### src/rtl/dh_key_verify_pkg.sv
// Shared definitions for the Diffie-Hellman key verification stage.
//   DH_W        : default operand width
//   top_state_e : top-level sequencing states
//   eng_state_e : modular-exponentiation engine states
package dh_pkg;

    localparam int unsigned DH_W = 8;

    typedef enum logic [3:0] {
        ST_IDLE,
        ST_CHK,
        ST_EXP_A,
        ST_EXP_B,
        ST_EXP_K1,
        ST_EXP_K2,
        ST_CMP,
        ST_REPORT1,
        ST_REPORT2
    } top_state_e;

    typedef enum logic [2:0] {
        ENG_IDLE,
        ENG_LOAD,
        ENG_SQR,
        ENG_MUL,
        ENG_DONE
    } eng_state_e;

endpackage

### src/rtl/dh_key_verify_if.sv
// Request/result bundle between the key-exchange controller and dh_key_verify.
//   start, p, g, a, b          : request and public/private operands (controller -> verifier)
//   busy, err, true_1, true_2  : status and qualifiers (verifier -> controller)
//   pub_a, pub_b, shared_key   : computed keys (verifier -> controller)
interface dh_key_verify_if
    import dh_pkg::*;
#(
    parameter int unsigned W = DH_W
) ();

    logic         start;
    logic [W-1:0] p;
    logic [W-1:0] g;
    logic [W-1:0] a;
    logic [W-1:0] b;
    logic         busy;
    logic         err;
    logic         true_1;
    logic         true_2;
    logic [W-1:0] pub_a;
    logic [W-1:0] pub_b;
    logic [W-1:0] shared_key;

    modport master (
        output start, p, g, a, b,
        input  busy, err, true_1, true_2, pub_a, pub_b, shared_key
    );

    modport slave (
        input  start, p, g, a, b,
        output busy, err, true_1, true_2, pub_a, pub_b, shared_key
    );

endinterface

### src/rtl/dh_key_verify_modexp.sv
// Modular exponentiation engine: result = base^exp mod mod.
// MSB-first square-and-multiply; each square/multiply is an interleaved
// shift-add modular multiply taking W+1 cycles (1 load + W iterations).
//   clk, rst        : clock, asynchronous active-low reset
//   start           : accepted in IDLE or DONE; captures base/exp/mod
//   base, exp, mod  : operands (base must be < mod)
//   busy            : engine not idle
//   done            : one-cycle pulse while result is valid
//   result          : last computed power
module dh_modexp
    import dh_pkg::*;
#(
    parameter int unsigned W = DH_W
) (
    input  logic         clk,
    input  logic         rst,
    input  logic         start,
    input  logic [W-1:0] base,
    input  logic [W-1:0] exp,
    input  logic [W-1:0] mod,
    output logic         busy,
    output logic         done,
    output logic [W-1:0] result
);

    localparam int unsigned IW = (W > 1) ? $clog2(W) : 1;
    localparam int unsigned CW = $clog2(W + 1);

    eng_state_e   state, state_nx;
    logic [IW-1:0] bit_idx;
    logic [CW-1:0] cnt;
    logic [W-1:0]  base_q, exp_q, mod_q;
    logic [W-1:0]  res, r, y_sh;
    logic [W:0]    mod_x, dbl, dbl_red, add, sum, sum_red;
    logic [W-1:0]  r_nx;
    logic          op_last;
    logic          accept;

    assign accept  = start && ((state == ENG_IDLE) || (state == ENG_DONE));
    assign op_last = (cnt == CW'(W));

    // One shift-add step: r = 2r mod p, then optionally r = r + res mod p
    always_comb begin
        mod_x   = {1'b0, mod_q};
        dbl     = {r, 1'b0};
        dbl_red = (dbl >= mod_x) ? (dbl - mod_x) : dbl;
        add     = y_sh[W-1] ? {1'b0, res} : '0;
        sum     = dbl_red + add;
        sum_red = (sum >= mod_x) ? (sum - mod_x) : sum;
        r_nx    = sum_red[W-1:0];
    end

    always_ff @(posedge clk or negedge rst) begin
        if (!rst) state <= ENG_IDLE;
        else      state <= state_nx;
    end

    // Next state: square every bit, multiply on set bits, LSB ends the run
    always_comb begin
        state_nx = state;
        case (state)
            ENG_IDLE: if (start) state_nx = ENG_LOAD;
            ENG_LOAD: state_nx = ENG_SQR;
            ENG_SQR: begin
                if (op_last) begin
                    if (exp_q[bit_idx])          state_nx = ENG_MUL;
                    else if (bit_idx == '0)      state_nx = ENG_DONE;
                end
            end
            ENG_MUL: begin
                if (op_last) state_nx = (bit_idx == '0) ? ENG_DONE : ENG_SQR;
            end
            ENG_DONE: state_nx = start ? ENG_LOAD : ENG_IDLE;
            default:  state_nx = ENG_IDLE;
        endcase
    end

    // Datapath and registered status
    always_ff @(posedge clk or negedge rst) begin
        if (!rst) begin
            busy    <= 1'b0;
            done    <= 1'b0;
            result  <= '0;
            base_q  <= '0;
            exp_q   <= '0;
            mod_q   <= '0;
            res     <= '0;
            r       <= '0;
            y_sh    <= '0;
            bit_idx <= '0;
            cnt     <= '0;
        end else begin
            busy <= (state_nx != ENG_IDLE);
            done <= (state_nx == ENG_DONE);
            if (state_nx == ENG_DONE) result <= r_nx;
            if (accept) begin
                base_q <= base;
                exp_q  <= exp;
                mod_q  <= mod;
            end
            case (state)
                ENG_LOAD: begin
                    res     <= W'(1);
                    bit_idx <= IW'(W - 1);
                    cnt     <= '0;
                end
                ENG_SQR, ENG_MUL: begin
                    if (cnt == '0) begin
                        // Load cycle: multiplier is res for a square, base for a multiply
                        r    <= '0;
                        y_sh <= (state == ENG_SQR) ? res : base_q;
                        cnt  <= cnt + CW'(1);
                    end else begin
                        r    <= r_nx;
                        y_sh <= y_sh << 1;
                        if (op_last) begin
                            res <= r_nx;
                            cnt <= '0;
                            // A square on a set bit keeps the bit for the following multiply
                            if ((state == ENG_MUL) || !exp_q[bit_idx])
                                bit_idx <= bit_idx - IW'(1);
                        end else begin
                            cnt <= cnt + CW'(1);
                        end
                    end
                end
                default: ;
            endcase
        end
    end

endmodule

### src/rtl/dh_key_verify.sv
// Diffie-Hellman verification stage: checks (p, g), computes both public keys
// and both shared keys on one shared modexp engine, then reports
// true_1 (public keys valid) followed by true_2 (shared keys agree).
//   clk, rst : clock, asynchronous active-low reset
//   bus      : slave side of dh_key_verify_if (start/p/g/a/b in;
//              busy/err/true_1/true_2/pub_a/pub_b/shared_key out)
module dh_key_verify
    import dh_pkg::*;
#(
    parameter int unsigned W = DH_W
) (
    input  logic           clk,
    input  logic           rst,
    dh_key_verify_if.slave bus
);

    top_state_e   state, state_nx;
    logic [W-1:0] p_q, g_q, a_q, b_q;
    logic [W-1:0] pub_a_q, pub_b_q, key_q, k2_q;
    logic         busy_q, err_q, true_1_q, true_2_q, eq_q;
    logic         chk_ok, valid1, eq;
    logic         eng_start, eng_busy, eng_done;
    logic [W-1:0] eng_base, eng_exp, eng_result;

    assign chk_ok = p_q[0] && (p_q >= W'(3)) && (g_q >= W'(2)) && (g_q <= (p_q - W'(1)));
    assign valid1 = (pub_a_q > W'(1)) && (pub_b_q > W'(1));
    assign eq     = (key_q == k2_q);

    dh_modexp #(.W(W)) u_modexp (
        .clk    (clk),
        .rst    (rst),
        .start  (eng_start),
        .base   (eng_base),
        .exp    (eng_exp),
        .mod    (p_q),
        .busy   (eng_busy),
        .done   (eng_done),
        .result (eng_result)
    );

    always_ff @(posedge clk or negedge rst) begin
        if (!rst) state <= ST_IDLE;
        else      state <= state_nx;
    end

    // Sequencing; each engine start presents the operands of the next run
    always_comb begin
        state_nx  = state;
        eng_start = 1'b0;
        eng_base  = g_q;
        eng_exp   = a_q;
        case (state)
            ST_IDLE: if (bus.start) state_nx = ST_CHK;
            ST_CHK: begin
                if (chk_ok) begin
                    state_nx  = ST_EXP_A;
                    eng_start = 1'b1;
                end else begin
                    state_nx  = ST_IDLE;
                end
            end
            ST_EXP_A: begin
                eng_exp = b_q;
                if (eng_done) begin
                    state_nx  = ST_EXP_B;
                    eng_start = 1'b1;
                end
            end
            ST_EXP_B: begin
                // pub_b is being registered this cycle, so feed the engine result directly
                eng_base = eng_result;
                if (eng_done) begin
                    state_nx  = ST_EXP_K1;
                    eng_start = 1'b1;
                end
            end
            ST_EXP_K1: begin
                eng_base = pub_a_q;
                eng_exp  = b_q;
                if (eng_done) begin
                    state_nx  = ST_EXP_K2;
                    eng_start = 1'b1;
                end
            end
            ST_EXP_K2:  if (eng_done) state_nx = ST_CMP;
            ST_CMP:     if (!eng_busy) state_nx = ST_REPORT1;
            ST_REPORT1: state_nx = ST_REPORT2;
            ST_REPORT2: state_nx = ST_IDLE;
            default:    state_nx = ST_IDLE;
        endcase
    end

    // Operand capture, result registers and qualifiers
    always_ff @(posedge clk or negedge rst) begin
        if (!rst) begin
            p_q      <= '0;
            g_q      <= '0;
            a_q      <= '0;
            b_q      <= '0;
            pub_a_q  <= '0;
            pub_b_q  <= '0;
            key_q    <= '0;
            k2_q     <= '0;
            busy_q   <= 1'b0;
            err_q    <= 1'b0;
            true_1_q <= 1'b0;
            true_2_q <= 1'b0;
            eq_q     <= 1'b0;
        end else begin
            busy_q   <= state_nx inside {ST_CHK, ST_EXP_A, ST_EXP_B, ST_EXP_K1, ST_EXP_K2, ST_CMP};
            true_1_q <= 1'b0;
            case (state)
                ST_IDLE: begin
                    if (bus.start) begin
                        p_q      <= bus.p;
                        g_q      <= bus.g;
                        a_q      <= bus.a;
                        b_q      <= bus.b;
                        err_q    <= 1'b0;
                        true_2_q <= 1'b0;
                        pub_a_q  <= '0;
                        pub_b_q  <= '0;
                        key_q    <= '0;
                    end
                end
                ST_CHK:    if (!chk_ok) err_q <= 1'b1;
                ST_EXP_A:  if (eng_done) pub_a_q <= eng_result;
                ST_EXP_B:  if (eng_done) pub_b_q <= eng_result;
                ST_EXP_K1: if (eng_done) key_q <= eng_result;
                ST_EXP_K2: if (eng_done) k2_q <= eng_result;
                ST_CMP: begin
                    if (!eng_busy) begin
                        true_1_q <= valid1;
                        eq_q     <= eq;
                    end
                end
                // true_1 currently holds valid1
                ST_REPORT1: true_2_q <= true_1_q & eq_q;
                default: ;
            endcase
        end
    end

    assign bus.busy       = busy_q;
    assign bus.err        = err_q;
    assign bus.true_1     = true_1_q;
    assign bus.true_2     = true_2_q;
    assign bus.pub_a      = pub_a_q;
    assign bus.pub_b      = pub_b_q;
    assign bus.shared_key = key_q;

endmodule

### src/flat_wrapper.sv
// flat-port wrapper written by rule: the top's interface ports become plain ports
module dh_key_verify_flat import dh_pkg::*;
#(
    parameter int unsigned W = DH_W
)
  (clk, rst, bus_start, bus_p, bus_g, bus_a, bus_b, bus_busy, bus_err, bus_true_1, bus_true_2, bus_pub_a, bus_pub_b, bus_shared_key);
  dh_key_verify_if #(.W(W)) bus_i ();
  input  logic clk;
  input  logic rst;
  input wire logic [$bits(bus_i.start)-1:0] bus_start;
  input wire logic [$bits(bus_i.p)-1:0] bus_p;
  input wire logic [$bits(bus_i.g)-1:0] bus_g;
  input wire logic [$bits(bus_i.a)-1:0] bus_a;
  input wire logic [$bits(bus_i.b)-1:0] bus_b;
  output wire logic [$bits(bus_i.busy)-1:0] bus_busy;
  output wire logic [$bits(bus_i.err)-1:0] bus_err;
  output wire logic [$bits(bus_i.true_1)-1:0] bus_true_1;
  output wire logic [$bits(bus_i.true_2)-1:0] bus_true_2;
  output wire logic [$bits(bus_i.pub_a)-1:0] bus_pub_a;
  output wire logic [$bits(bus_i.pub_b)-1:0] bus_pub_b;
  output wire logic [$bits(bus_i.shared_key)-1:0] bus_shared_key;
  assign bus_i.start = bus_start;
  assign bus_i.p = bus_p;
  assign bus_i.g = bus_g;
  assign bus_i.a = bus_a;
  assign bus_i.b = bus_b;
  assign bus_busy = bus_i.busy;
  assign bus_err = bus_i.err;
  assign bus_true_1 = bus_i.true_1;
  assign bus_true_2 = bus_i.true_2;
  assign bus_pub_a = bus_i.pub_a;
  assign bus_pub_b = bus_i.pub_b;
  assign bus_shared_key = bus_i.shared_key;
  dh_key_verify #(.W(W)) u_core (.clk(clk), .rst(rst), .bus(bus_i));
endmodule
### config.mk
export PLATFORM = sky130hd
export DESIGN_NAME = dh_key_verify_flat
export DESIGN_NICKNAME = d
export VERILOG_FILES = /design/src/rtl/dh_key_verify_pkg.sv /design/src/rtl/dh_key_verify_if.sv /design/src/rtl/dh_key_verify_modexp.sv /design/src/rtl/dh_key_verify.sv /design/src/flat_wrapper.sv
export SDC_FILE = /design/constraint.sdc
export NUM_CORES = 1
export LEC_CHECK = 0
export ABC_AREA = 1
export CAP_MARGIN = 20
export CORE_UTILIZATION = 50
export DETAILED_ROUTE_END_ITERATION = 10
export DONT_BUFFER_PORTS = 1
export GPL_ROUTABILITY_DRIVEN = 0
export PLACE_DENSITY = 0.75
export SETUP_SLACK_MARGIN = 0.02
export SLEW_MARGIN = 25
export SYNTH_ARGS = -nofsm -noshare
export SYNTH_HDL_FRONTEND = slang
export SYNTH_SLANG_ARGS = --single-unit
### constraint.sdc
create_clock -name clk -period 5.5 [get_ports clk]
set_input_delay 0.825 -clock clk [delete_from_list [all_inputs] [get_ports clk]]
set_output_delay 0.825 -clock clk [all_outputs]
set_load 0.02 [all_outputs]
# Word-level counts from Yosys, hierarchy flattened
# Index checks and enable logic that the tools add are counted.
# op_classes
add_sub_neg,6
n_lt_le_gt_ge,8
n_eq_ne,28
mux,50
bitwise_logic,2
reduce_logical,33
# ops
op,count
$mux W8,10
$pmux W8 S2,5
$mux W4,8
$pmux W4 S8,1
$eq A4 B3 Y1 const B,7
$mux W3,9
$ge A9 B8 Y1,2
$eq A4 B2 Y1 const B,4
$ge A8 B2 Y1 const B,2
$gt A8 B1 Y1 const B,2
$ne A2 B2 Y1 const B,8
$pmux W3 S5,1
$reduce_and A3 Y1,5
$reduce_bool A2 Y1,6
$add A9 B8 Y9,1
$mux W9,1
$sub A9 B8 Y9,1
$eq A4 B1 Y1 const B,2
$eq A8 B8 Y1,1
$le A8 B8 Y1,1
$logic_not A4 Y1,2
$mux W1,8
$pmux W4 S2,1
$reduce_and A2 Y1,4
24 further kinds,35
# word_totals
reg_bits,141
input_bits,35
output_inout_bits,28

# Depth between registers and ports, before layout
# Gate-level depths: netlist of the first run.
# depth
ltp_word,9
ltp_mapped,29
depth_no_buf,29

# By module
# Synthesis of the first run repeated with hierarchy kept, for this count alone.
# hier_totals
hier_cells,981
hier_area_um2,8022.7
# by_module_without_submodules
mod,n_inst,cells_each,area_each_um2
dh_modexp,1,532,4281.6
dh_key_verify,1,449,3741.1

# Worst setup path before layout of the first run
# No wires, ideal clock.
# synth_path
path_type,register to register
from,register u_core.u_modexp.mod_q[1]
to,register u_core.u_modexp.r[1]
setup_ns,0.126
arrival_time_ns,4.063
required_time_ns,5.374
path_slack_ns,1.311
path_stages_with_launch,26
n_path_buf,0
period_less_slack_ns,4.189
cell_sequence,dfrtp_1 inv_1 ha_1 ha_1 nand3_1 nor3_1 nor2_1 nand2_2 inv_1 nor2_1 ha_1 inv_1 fa_1 o21ai_1 nand4_1 nand3_1 xor2_1 inv_1 ha_1 a21o_1 nor2_1 nand2_1 a21oi_2 nand4_1 nand3_1 o21ai_0
# synth_via
elab_chain_len,6
elab_cells_between_ends,8
cone_classes,add/sub (3); order compare (2); mux (3)
# synth_lines
item,line,rtl
"start, declared",dh_key_verify_modexp.sv:32,"logic [W-1:0] base_q, exp_q, mod_q;"
"start signal, assigned",dh_key_verify_modexp.sv:99,mod_q <= mod;
$sub A9 B8 Y9 or $ge A9 B8 Y1 (tied branches),dh_key_verify_modexp.sv:46,dbl_red = (dbl >= mod_x) ? (dbl - mod_x) : dbl;
$mux W9,dh_key_verify_modexp.sv:46,
$add A9 B8 Y9,dh_key_verify_modexp.sv:48,sum = dbl_red + add;
$sub A8 B8 Y8 or $ge A9 B8 Y1 (tied branches),dh_key_verify_modexp.sv:49,sum_red = (sum >= mod_x) ? (sum - mod_x) : sum;
$mux W8 *,dh_key_verify_modexp.sv:49,
$mux W8 *,dh_key_verify_modexp.sv:108,if (cnt == '0) begin
"end signal, assigned",dh_key_verify_modexp.sv:114,r <= r_nx;
"end, declared",dh_key_verify_modexp.sv:33,"logic [W-1:0] res, r, y_sh;"
# Every way passes the cells marked *; elsewhere a longest branch is shown, timed or not.
# A chain may end at the register's enable or synchronous reset.

# Worst setup path after layout of the first run
# layout_path
from,register u_core.u_modexp.mod_q[1]
to,register u_core.u_modexp.result[1]
# layout_via
elab_chain_len,5
elab_cells_between_ends,7
cone_classes,add/sub (3); order compare (2); mux (2)
# layout_lines
item,line,rtl
$sub A9 B8 Y9 or $ge A9 B8 Y1 (tied branches),dh_key_verify_modexp.sv:46,
$mux W9,dh_key_verify_modexp.sv:46,
$add A9 B8 Y9,dh_key_verify_modexp.sv:48,
$sub A8 B8 Y8 or $ge A9 B8 Y1 (tied branches),dh_key_verify_modexp.sv:49,
$mux W8 *,dh_key_verify_modexp.sv:49,
"end signal, assigned",dh_key_verify_modexp.sv:95,if (state_nx == ENG_DONE) result <= r_nx;
"end, declared",dh_key_verify_modexp.sv:23,output logic [W-1:0] result
# Marked as above.

==> results of run 1 <==
## path summary, 6_finish.rpt
kind,end,slack [ps]
worst max-delay path,u_core.u_modexp.result[1],670
worst min-delay path,u_core.bus.pub_a[7],90
worst max register to register,u_core.u_modexp.result[1],670
worst min register to register,u_core.u_modexp.exp_q[5],480
max in group asynchronous,u_core.u_modexp.cnt[2],5190
min in group clk,u_core.u_modexp.exp_q[5],480
## kinds of logic (layout without fill, tap and decap cells)
family / Yosys count / after routing
AND/OR/NAND/NOR: 394 / 394
flip-flops: 141 / 141
AO/OA/AOI/OAI: 140 / 140
buffers and inverters: 135 / 143
adder cells (fa/ha/maj): 42 / 42
multiplexers: 35 / 35
XOR/XNOR: 30 / 30
## cells in the final DEF, fill, tap and decap left out, drive strengths merged, types with 2 or more instances in the layout
| cell | n |
|---|---|
| nor3 | 11 |
| mux2 | 27 |
| nand4 | 18 |
| fa | 3 |
| a31oi | 6 |
| a221oi | 8 |
| clkbuf | 21 |
| nand3 | 73 |
| inv | 112 |
| ha | 39 |
| a21oi | 30 |
| o311ai | 5 |
| xor2 | 17 |
| o21ai | 78 |
| nand3b | 3 |
| clkinv | 8 |
| xnor2 | 13 |
| o211ai | 2 |
| nand2 | 206 |
| nor2 | 74 |
| dfrtp | 141 |
| mux2i | 8 |
| nor4 | 4 |
| or2 | 4 |
| a21o | 3 |
| o21bai | 2 |
## metrics by stage
stage	instance area (um2)	util, %
4_1_cts	8620	56.1
2_1_floorplan	7980	-
5_1_grt	8620	56.1
3_3_place_gp	8070	52.5
3_5_place_dp	8070	52.5
6_report	8620	56.1
## critical path, stage by stage (launching register included)
cell     delay, ps
dfrtp_1        390
inv_1          110
ha_1           330
ha_1           150
nand3_1         90
nor3_1         160
nor2_1          90
nand2_2        160
inv_1          130
nor2_1         110
ha_1           170
inv_1           60
fa_1           400
o21ai_1        210
nand4_1        100
nand3_1        100
xor2_1         210
inv_1           70
ha_1           330
a21o_1         190
nor2_1         100
nand2_1        100
a21oi_2        440
nand3_4        190
nand2_1        140
nand3_1        110
o21ai_0        100
## routing by layer
layer	vias to the layer above	wire [um]
met3	41	1390
met1	2975	8330
li1	3048	-
met5	-	0
met2	245	8580
met4	0	495
## flip-flops by register name (all words and copies together) (netlist names), 4 cells and up
signal and flops:
u_core.bus.shared_key 8, u_core.a_q 8, u_core.p_q 8, u_core.u_modexp.exp_q 8
u_core.u_modexp.base_q 8, u_core.bus.pub_a 8, u_core.u_modexp.r 8, u_core.u_modexp.cnt 4
u_core.u_modexp.res 8, u_core.bus.pub_b 8, u_core.g_q 8, u_core.u_modexp.result 8
u_core.k2_q 8, u_core.state 4, u_core.b_q 8, u_core.u_modexp.y_sh 8
u_core.u_modexp.mod_q 8
## area by class of cell
class,count,share of cell area (%)
clock buffers,21,5.34
clock inverters,10,1.05
inverters,111,4.84
multi-input cells,641,44.7
flip-flops and latches,141,41.0
well taps,211,3.06
repair buffers,1,0.0871
==> flow_summary_export.csv, run 1 <==
group,metric,value,unit
clocking,clk_pin_slew,60,ps
logic_synthesis,synth_top_family_by_area,"simple AND/OR/NAND/NOR gates",
sta,drv_slew,0,
logic_synthesis,syn_nets,994,
logic_synthesis,ys.flop_type,"dfrtp_1",
route,wl_per_cell,16.6,um
logic_synthesis,ys_types,53,
logic_synthesis,muxShareOfSynthArea,4.81,%
route,post-route-drc-count,0,
grt,grt.busiest_layer,"met2",
clocking,post_cts_resized,0,
place,placedCellCount,1105,
clocking,clk_path_buf_depth,2,
logic_synthesis,async_reset_ff_share,100,%
grt,grtUsageMet2,36.9,%
sta,final.setup_skew,11.3,ps
logic_synthesis,synth_top_area_share,44.2,%
logic_synthesis,synth-edff-count,0,
place,dp_slack,781,ps
finish,n_antenna_cell,0,
setup_path,crit_fanout,10,
finish,register_area,0.00353,mm2
finish,synthToLayoutAreaGrowth,7.93,%
setup_path,path_class,"register to register",
finish,stdcell_count,1136,
setup_path,r2r_start,"u_core.u_modexp.mod_q[1]",
grt,grt_pass1_vias,6064,
setup_path,startpoint_type,"register",
setup_path,crit_arrival,5170,ps
logic_synthesis,synth-simple-area-share,22.1,%
place,hpwlAfterDp,13.9,mm
flow_run,max_cap_viol_count,0,
setup_path,endpoint_kind,"register",
clocking,root_buffer,"clkbuf_16",
logic_synthesis,synth_compound_gate_area_share,11.1,%
grt,grt_usage,24.3,%
clocking,postCtsHoldBufs,0,
logic_synthesis,ys_top_cells_by_area,"dfrtp_1 (44%), nand2_1 (9.0%), ha_1 (6.1%), inv_1 (5.1%), nand3_1 (4.5%)",
clocking,htree_levels,4,
finish,layout.nets,990,
route,wl,18.8,mm
grt,antenna_found_initial,0,
finish,drive_gt1_share,12.1,%
setup_path,ff2ff_path_depth,26,
logic_synthesis,syn_area,0.00798,mm2
clocking,cts_made_buffers,17,
finish,multi_input_area,0.00385,mm2
route,dr_total_vias,6309,
sta,tns,0,ps
route,vias_per_cell,5.55,
sta,setup_violations,0,
floorplanning,die_x,128,um
route,ant_nets,0,
floorplanning,start_util,51.9,%
logic_synthesis,syn_avg_cell_area,8.71,um2
grt,grtUsageMet1,33.7,%
logic_synthesis,synth_top_area_cell,"dfrtp_1",
status,status,"finished clean",
finish,nFillCells,1380,
grt,grt_overflow,0,
floorplanning,die_y,128,um
setup_path,crit_path_start,"u_core.u_modexp.mod_q[1]",
floorplanning,core,0.0154,mm2
place,port-buffer-count,0,
grt,grt_pass1_wl,30.8,mm
logic_synthesis,yosysWarnings,0,
logic_synthesis,yosysMostFrequentCell,"nand2_1",
logic_synthesis,synth_xor_area_share,3.29,%
sta,final-hold-violation-count,0,
worst_hold_path,hp-class,"input pin to asynchronous set/reset pin",
floorplanning,die_area,0.0165,mm2
sta,tightest_slew,1020,ps
logic_synthesis,syn_inst,917,
clocking,cts_tree,"yes",
clocking,postCtsSetupBuffers,0,
sta,slew_headroom,31.5,%
logic_synthesis,synth-adder-area-share,6.87,%
sta,fin_ws,671,ps
logic_synthesis,seq_area_frac_synth,44.2,%
logic_synthesis,ys_ff_latch,141,
grt,grt_max_degree,142,
sta,fmax,207,MHz
route,drt-initial-drc-count,552,
floorplanning,pin_count,63,
grt,gr-usage-met3,5.11,%
clocking,cts.sinks,141,
clocking,clkLatencyLatePin,430,ps
sta,hold_ws,94.2,ps
sta,period_minus_slack,4830,ps
floorplanning,core.rowCount,45,
sta,fin_crit_sh,87.8,%
sta,rsz0062_at_grt,"false",
route,drtPass1Iterations,5,
logic_synthesis,synth_common_cells,"nand2_1 (192), dfrtp_1 (141), inv_1 (109)",
setup_path,required,5840,ps
Power of run 1 is left out: the tool's default activity adds up to more than one toggle a clock period on the data nets, which glitch-free logic cannot reach.
==> run 2: changes to the inputs <==
--- a/config.mk
+++ b/config.mk
@@ -11,7 +11,7 @@
 export DETAILED_ROUTE_END_ITERATION = 10
 export DONT_BUFFER_PORTS = 1
 export GPL_ROUTABILITY_DRIVEN = 0
-export PLACE_DENSITY = 0.75
+export PLACE_DENSITY_LB_ADDON = 0.25
 export SETUP_SLACK_MARGIN = 0.02
 export SLEW_MARGIN = 25
 export SYNTH_ARGS = -nofsm -noshare
==> run 2 against run 1 <==
Against the previous run:
- sequential cell count is the same
- non-clock buffer count is the same
- highest routed layer unchanged
- critical endpoint is now u_core.u_modexp.result[2]
- sequential share of layout area shrank 0.18 points
- clock skew shrank 4.0 ps
==> flow_summary_export.csv, run 2 (synthesized netlist as in run 1, its figures left out) <==
group,metric,value,unit
grt,grt_max_degree,142,
route,drt-initial-drc-count,675,
sta,final.setup_skew,7.25,ps
sta,fmax,203,MHz
grt,grt_overflow,0,
clocking,htree_levels,4,
floorplanning,core.rowCount,45,
floorplanning,die_area,0.0165,mm2
sta,setup_violations,0,
sta,period_minus_slack,4920,ps
sta,final-hold-violation-count,0,
clocking,clk_pin_slew,60,ps
finish,layout_common_cells,"nand2_1 (191), dfrtp_1 (141), inv_1 (109), nand3_1 (71), nor2_1 (70)",
place,hpwlAfterDp,14.2,mm
sta,drv_slew,0,
setup_path,path_class,"register to register",
clocking,clk_path_buf_depth,2,
route,dr_total_vias,6210,
clocking,postCtsHoldBufs,0,
grt,grt_usage,24.2,%
finish,nFillCells,1414,
floorplanning,die_y,128,um
route,drtPass1Iterations,5,
route,ant_nets,0,
finish,design_area,0.00865,mm2
grt,antenna_found_initial,0,
route,wl,18.9,mm
clocking,clkLatencyLatePin,410,ps
finish,register_area,0.00353,mm2
route,vias_per_cell,5.47,
clocking,cts.sinks,141,
place,placed_area,0.00807,mm2
setup_path,endpoint_kind,"register",
finish,multi_input_area,0.00385,mm2
finish,layout.nets,990,
clocking,cts_tree,"yes",
setup_path,startpoint_type,"register",
sta,fin_crit_sh,89.5,%
route,wl_per_cell,16.7,um
status,status,"finished clean",
setup_path,required,5780,ps
grt,grt_pass1_wl,30.5,mm
clocking,postCtsSetupBuffers,0,
setup_path,r2r-end,"u_core.u_modexp.result[2]",
worst_hold_path,hp-class,"input pin to asynchronous set/reset pin",
sta,tns,0,ps
floorplanning,die_x,128,um
setup_path,ff2ff_path_depth,25,
floorplanning,pin_count,63,
finish,n_antenna_cell,0,
route,post-route-drc-count,0,
place,port-buffer-count,0,
setup_path,r2r_start,"u_core.u_modexp.mod_q[1]",
clocking,root_buffer,"clkbuf_16",
clocking,post_cts_resized,0,
clocking,cts_made_buffers,17,
sta,slew_headroom,31.1,%
finish,final_common_cell,"nand2_1",
setup_path,crit_path_start,"u_core.u_modexp.mod_q[1]",
floorplanning,start_util,51.9,%
finish,synthToLayoutAreaGrowth,8.42,%
setup_path,crit_arrival,5210,ps
flow_run,max_cap_viol_count,0,
grt,grt_pass1_vias,5868,
sta,tightest_slew,1030,ps
setup_path,crit_fanout,10,
finish,drive_gt1_share,12.0,%
setup_path,rrSetupSlack,580,ps
floorplanning,core,0.0154,mm2
sta,rsz0062_at_grt,"false",
[run 2: layout make-up]
| type | instances | share of cell area (%) |
|---|---|---|
| inverter | 111 | 4.81 |
| clock inverter | 10 | 1.60 |
| timing repair buffer | 1 | 0.0867 |
| sequential | 141 | 40.8 |
| tap | 211 | 3.05 |
| multi-input combinational | 641 | 44.5 |
| clock buffer | 21 | 5.20 |
[run 2: stage by stage]
step,std cells,utilization [%],hold WS [ps],worst slack (ps)
after floorplan,917,-,447,1310
final,1136,56.3,101,577
after CTS,1136,56.3,89.3,683
after global placement,1105,52.5,461,847
after detailed placement,1105,52.5,463,705
after global routing,1136,56.3,86.9,206
[run 2: worst max-delay path, stage by stage (launching register included)]
cell     delay [ps]
dfrtp_1         390
inv_1           110
ha_1            340
ha_1            160
nand3_1          80
nor3_1          190
nor2_1           90
nand2_2         160
inv_1           130
nor2_1          110
ha_1            180
inv_1            70
fa_1            400
o21ai_1         220
nand4_1         120
nand3_1         100
xor2_1          220
inv_1            70
ha_1            330
a21o_1          200
nor2_1          100
nand2_1         100
a21oi_2         420
nand4_1         250
nand3_1         180
o21ai_0          90
[run 2: how the worst max path moves through the flow]
stage / to / cells after the start
6_report: u_core.u_modexp.result[2] / 25
5_1_grt: u_core.u_modexp.r[1] / 26
4_1_cts: u_core.u_modexp.result[2] / 25
3_5_place_dp: u_core.u_modexp.result[2] / 25
3_3_place_gp: u_core.u_modexp.result[2] / 24
2_1_floorplan: u_core.u_modexp.r[1] / 25
[run 2: per-layer routing]
metal  GRT usage, %  share of wire (%)
met2           36.5                 46
met1           35.5                 48
met5              0                  0
met4           6.51               0.99
met3           5.20                5.6
Power of run 2 is left out for the same reason.
==> run 3: changes to the inputs <==
--- a/config.mk
+++ b/config.mk
@@ -11,6 +11,7 @@
 export DETAILED_ROUTE_END_ITERATION = 10
 export DONT_BUFFER_PORTS = 1
 export GPL_ROUTABILITY_DRIVEN = 0
+export MAX_ROUTING_LAYER = met4
 export PLACE_DENSITY_LB_ADDON = 0.25
 export SETUP_SLACK_MARGIN = 0.02
 export SLEW_MARGIN = 25
==> run 3 against run 2 <==
Against the previous run:
- routed wire length is 0.34% lower
- final cell count stayed put
- register-to-register slack better by 20 ps
- non-clock buffer count stayed put
- first-iteration DRC count is 10% lower
- sequential share of layout area stayed put
- largest cell class unchanged
- fmax is 0.44% higher
- hold slack hardly changed
- critical path type unchanged
==> flow_summary_export.csv, run 3 (synthesized netlist as in run 1, its figures left out) <==
group,metric,value,unit
setup_path,crit_fanout,10,
clocking,htree_levels,4,
grt,grt_max_degree,142,
sta,rsz0062_at_grt,"false",
grt,grt_usage,25.0,%
finish,final_common_cell,"nand2_1",
clocking,clk_pin_slew,60,ps
finish,layout_common_cells,"nand2_1 (191), dfrtp_1 (141), inv_1 (109), nand3_1 (71), nor2_1 (70)",
grt,grt_pass1_vias,5875,
sta,fin_ws,598,ps
setup_path,path_class,"register to register",
sta,tns,0,ps
finish,synthToLayoutAreaGrowth,8.42,%
route,wl_per_cell,16.6,um
sta,fmax,204,MHz
sta,slew_headroom,31.4,%
place,dp_slack,705,ps
sta,setup_violations,0,
sta,final-hold-violation-count,0,
floorplanning,die_area,0.0165,mm2
route,vias_per_cell,5.44,
place,placedCellCount,1105,
clocking,postCtsHoldBufs,0,
sta,hold_ws,101,ps
route,wl,18.9,mm
clocking,postCtsSetupBuffers,0,
clocking,cts_tree,"yes",
clocking,post_cts_resized,0,
clocking,cts.sinks,141,
setup_path,critPathMaxStageDelay,420,ps
finish,layout.nets,990,
grt,antenna_found_initial,0,
sta,final.setup_skew,8.48,ps
setup_path,cp_slowest_cell,"a21oi_2",
sta,period_minus_slack,4900,ps
floorplanning,core,0.0154,mm2
setup_path,crit_arrival,5180,ps
finish,multi_input_area,0.00385,mm2
sta,drv_slew,0,
clocking,cts_made_buffers,17,
setup_path,startpoint_type,"register",
clocking,clkLatencyLatePin,420,ps
place,hpwlAfterDp,14.2,mm
floorplanning,die_x,128,um
setup_path,endpoint_kind,"register",
finish,nFillCells,1414,
route,drt-initial-drc-count,606,
route,drtPass1Iterations,5,
floorplanning,pin_count,63,
clocking,root_buffer,"clkbuf_16",
setup_path,cp_num_buf_inv,4,
route,post-route-drc-count,0,
setup_path,crit_family,"simple AND/OR/NAND/NOR gates",
place,port-buffer-count,0,
setup_path,required,5780,ps
floorplanning,start_util,51.9,%
worst_hold_path,hp-class,"input pin to asynchronous set/reset pin",
status,status,"finished clean",
floorplanning,die_y,128,um
finish,n_antenna_cell,0,
grt,grt_pass1_wl,30.5,mm
floorplanning,core.rowCount,45,
clocking,clk_path_buf_depth,2,
finish,register_area,0.00353,mm2
grt,grt_overflow,0,
sta,fin_crit_sh,89.1,%
flow_run,max_cap_viol_count,0,
route,dr_total_vias,6175,
finish,stdcell_count,1136,
route,ant_nets,0,
finish,drive_gt1_share,12.0,%
sta,tightest_slew,1020,ps
[run 3: cell counts in the layout (fill, tap and decap cells not counted)]
Identical to the previous run, type by type.
[run 3: final cells by class]
type,count,share of cell area (%)
clock inverters,10,1.60
clock buffers,21,5.20
inverters,111,4.81
repair buffers,1,0.0867
well taps,211,3.05
multi-input cells,641,44.5
flip-flops and latches,141,40.8
[run 3: per-layer routing]
metal | vias up | global-route usage, % | share of wire [%]
met4 | 0 | 6.30 | 1.1
met2 | 196 | 36.5 | 45
met1 | 2927 | 35.7 | 48
met5 | - | - | 0
met3 | 19 | 4.86 | 6.2
li1 | 3033 | - | -
[run 3: final timing paths]
| kind | to | slack (ps) | startpoint | cells past startpoint |
|---|---|---|---|---|
| max | u_core.u_modexp.result[2] | 600 | u_core.u_modexp.mod_q[1] | 25 |
| min | u_core.bus.shared_key[5] | 100 | rst | 0 |
| max reg2reg | u_core.u_modexp.result[2] | 600 | u_core.u_modexp.mod_q[1] | 25 |
| min reg2reg | u_core.u_modexp.exp_q[5] | 470 | u_core.u_modexp.exp_q[5] | 2 |
| max in group asynchronous | u_core.g_q[7] | 5190 | rst | 0 |
| min in group clk | u_core.u_modexp.exp_q[5] | 470 | u_core.u_modexp.exp_q[5] | 2 |
[run 3: through the flow]
step | util (%) | cell area [um2]
6_report | 56.3 | 8650
5_1_grt | 56.3 | 8650
4_1_cts | 56.3 | 8650
3_5_place_dp | 52.5 | 8070
3_3_place_gp | 52.5 | 8070
2_1_floorplan | - | 7980
Power of run 3 is left out for the same reason.
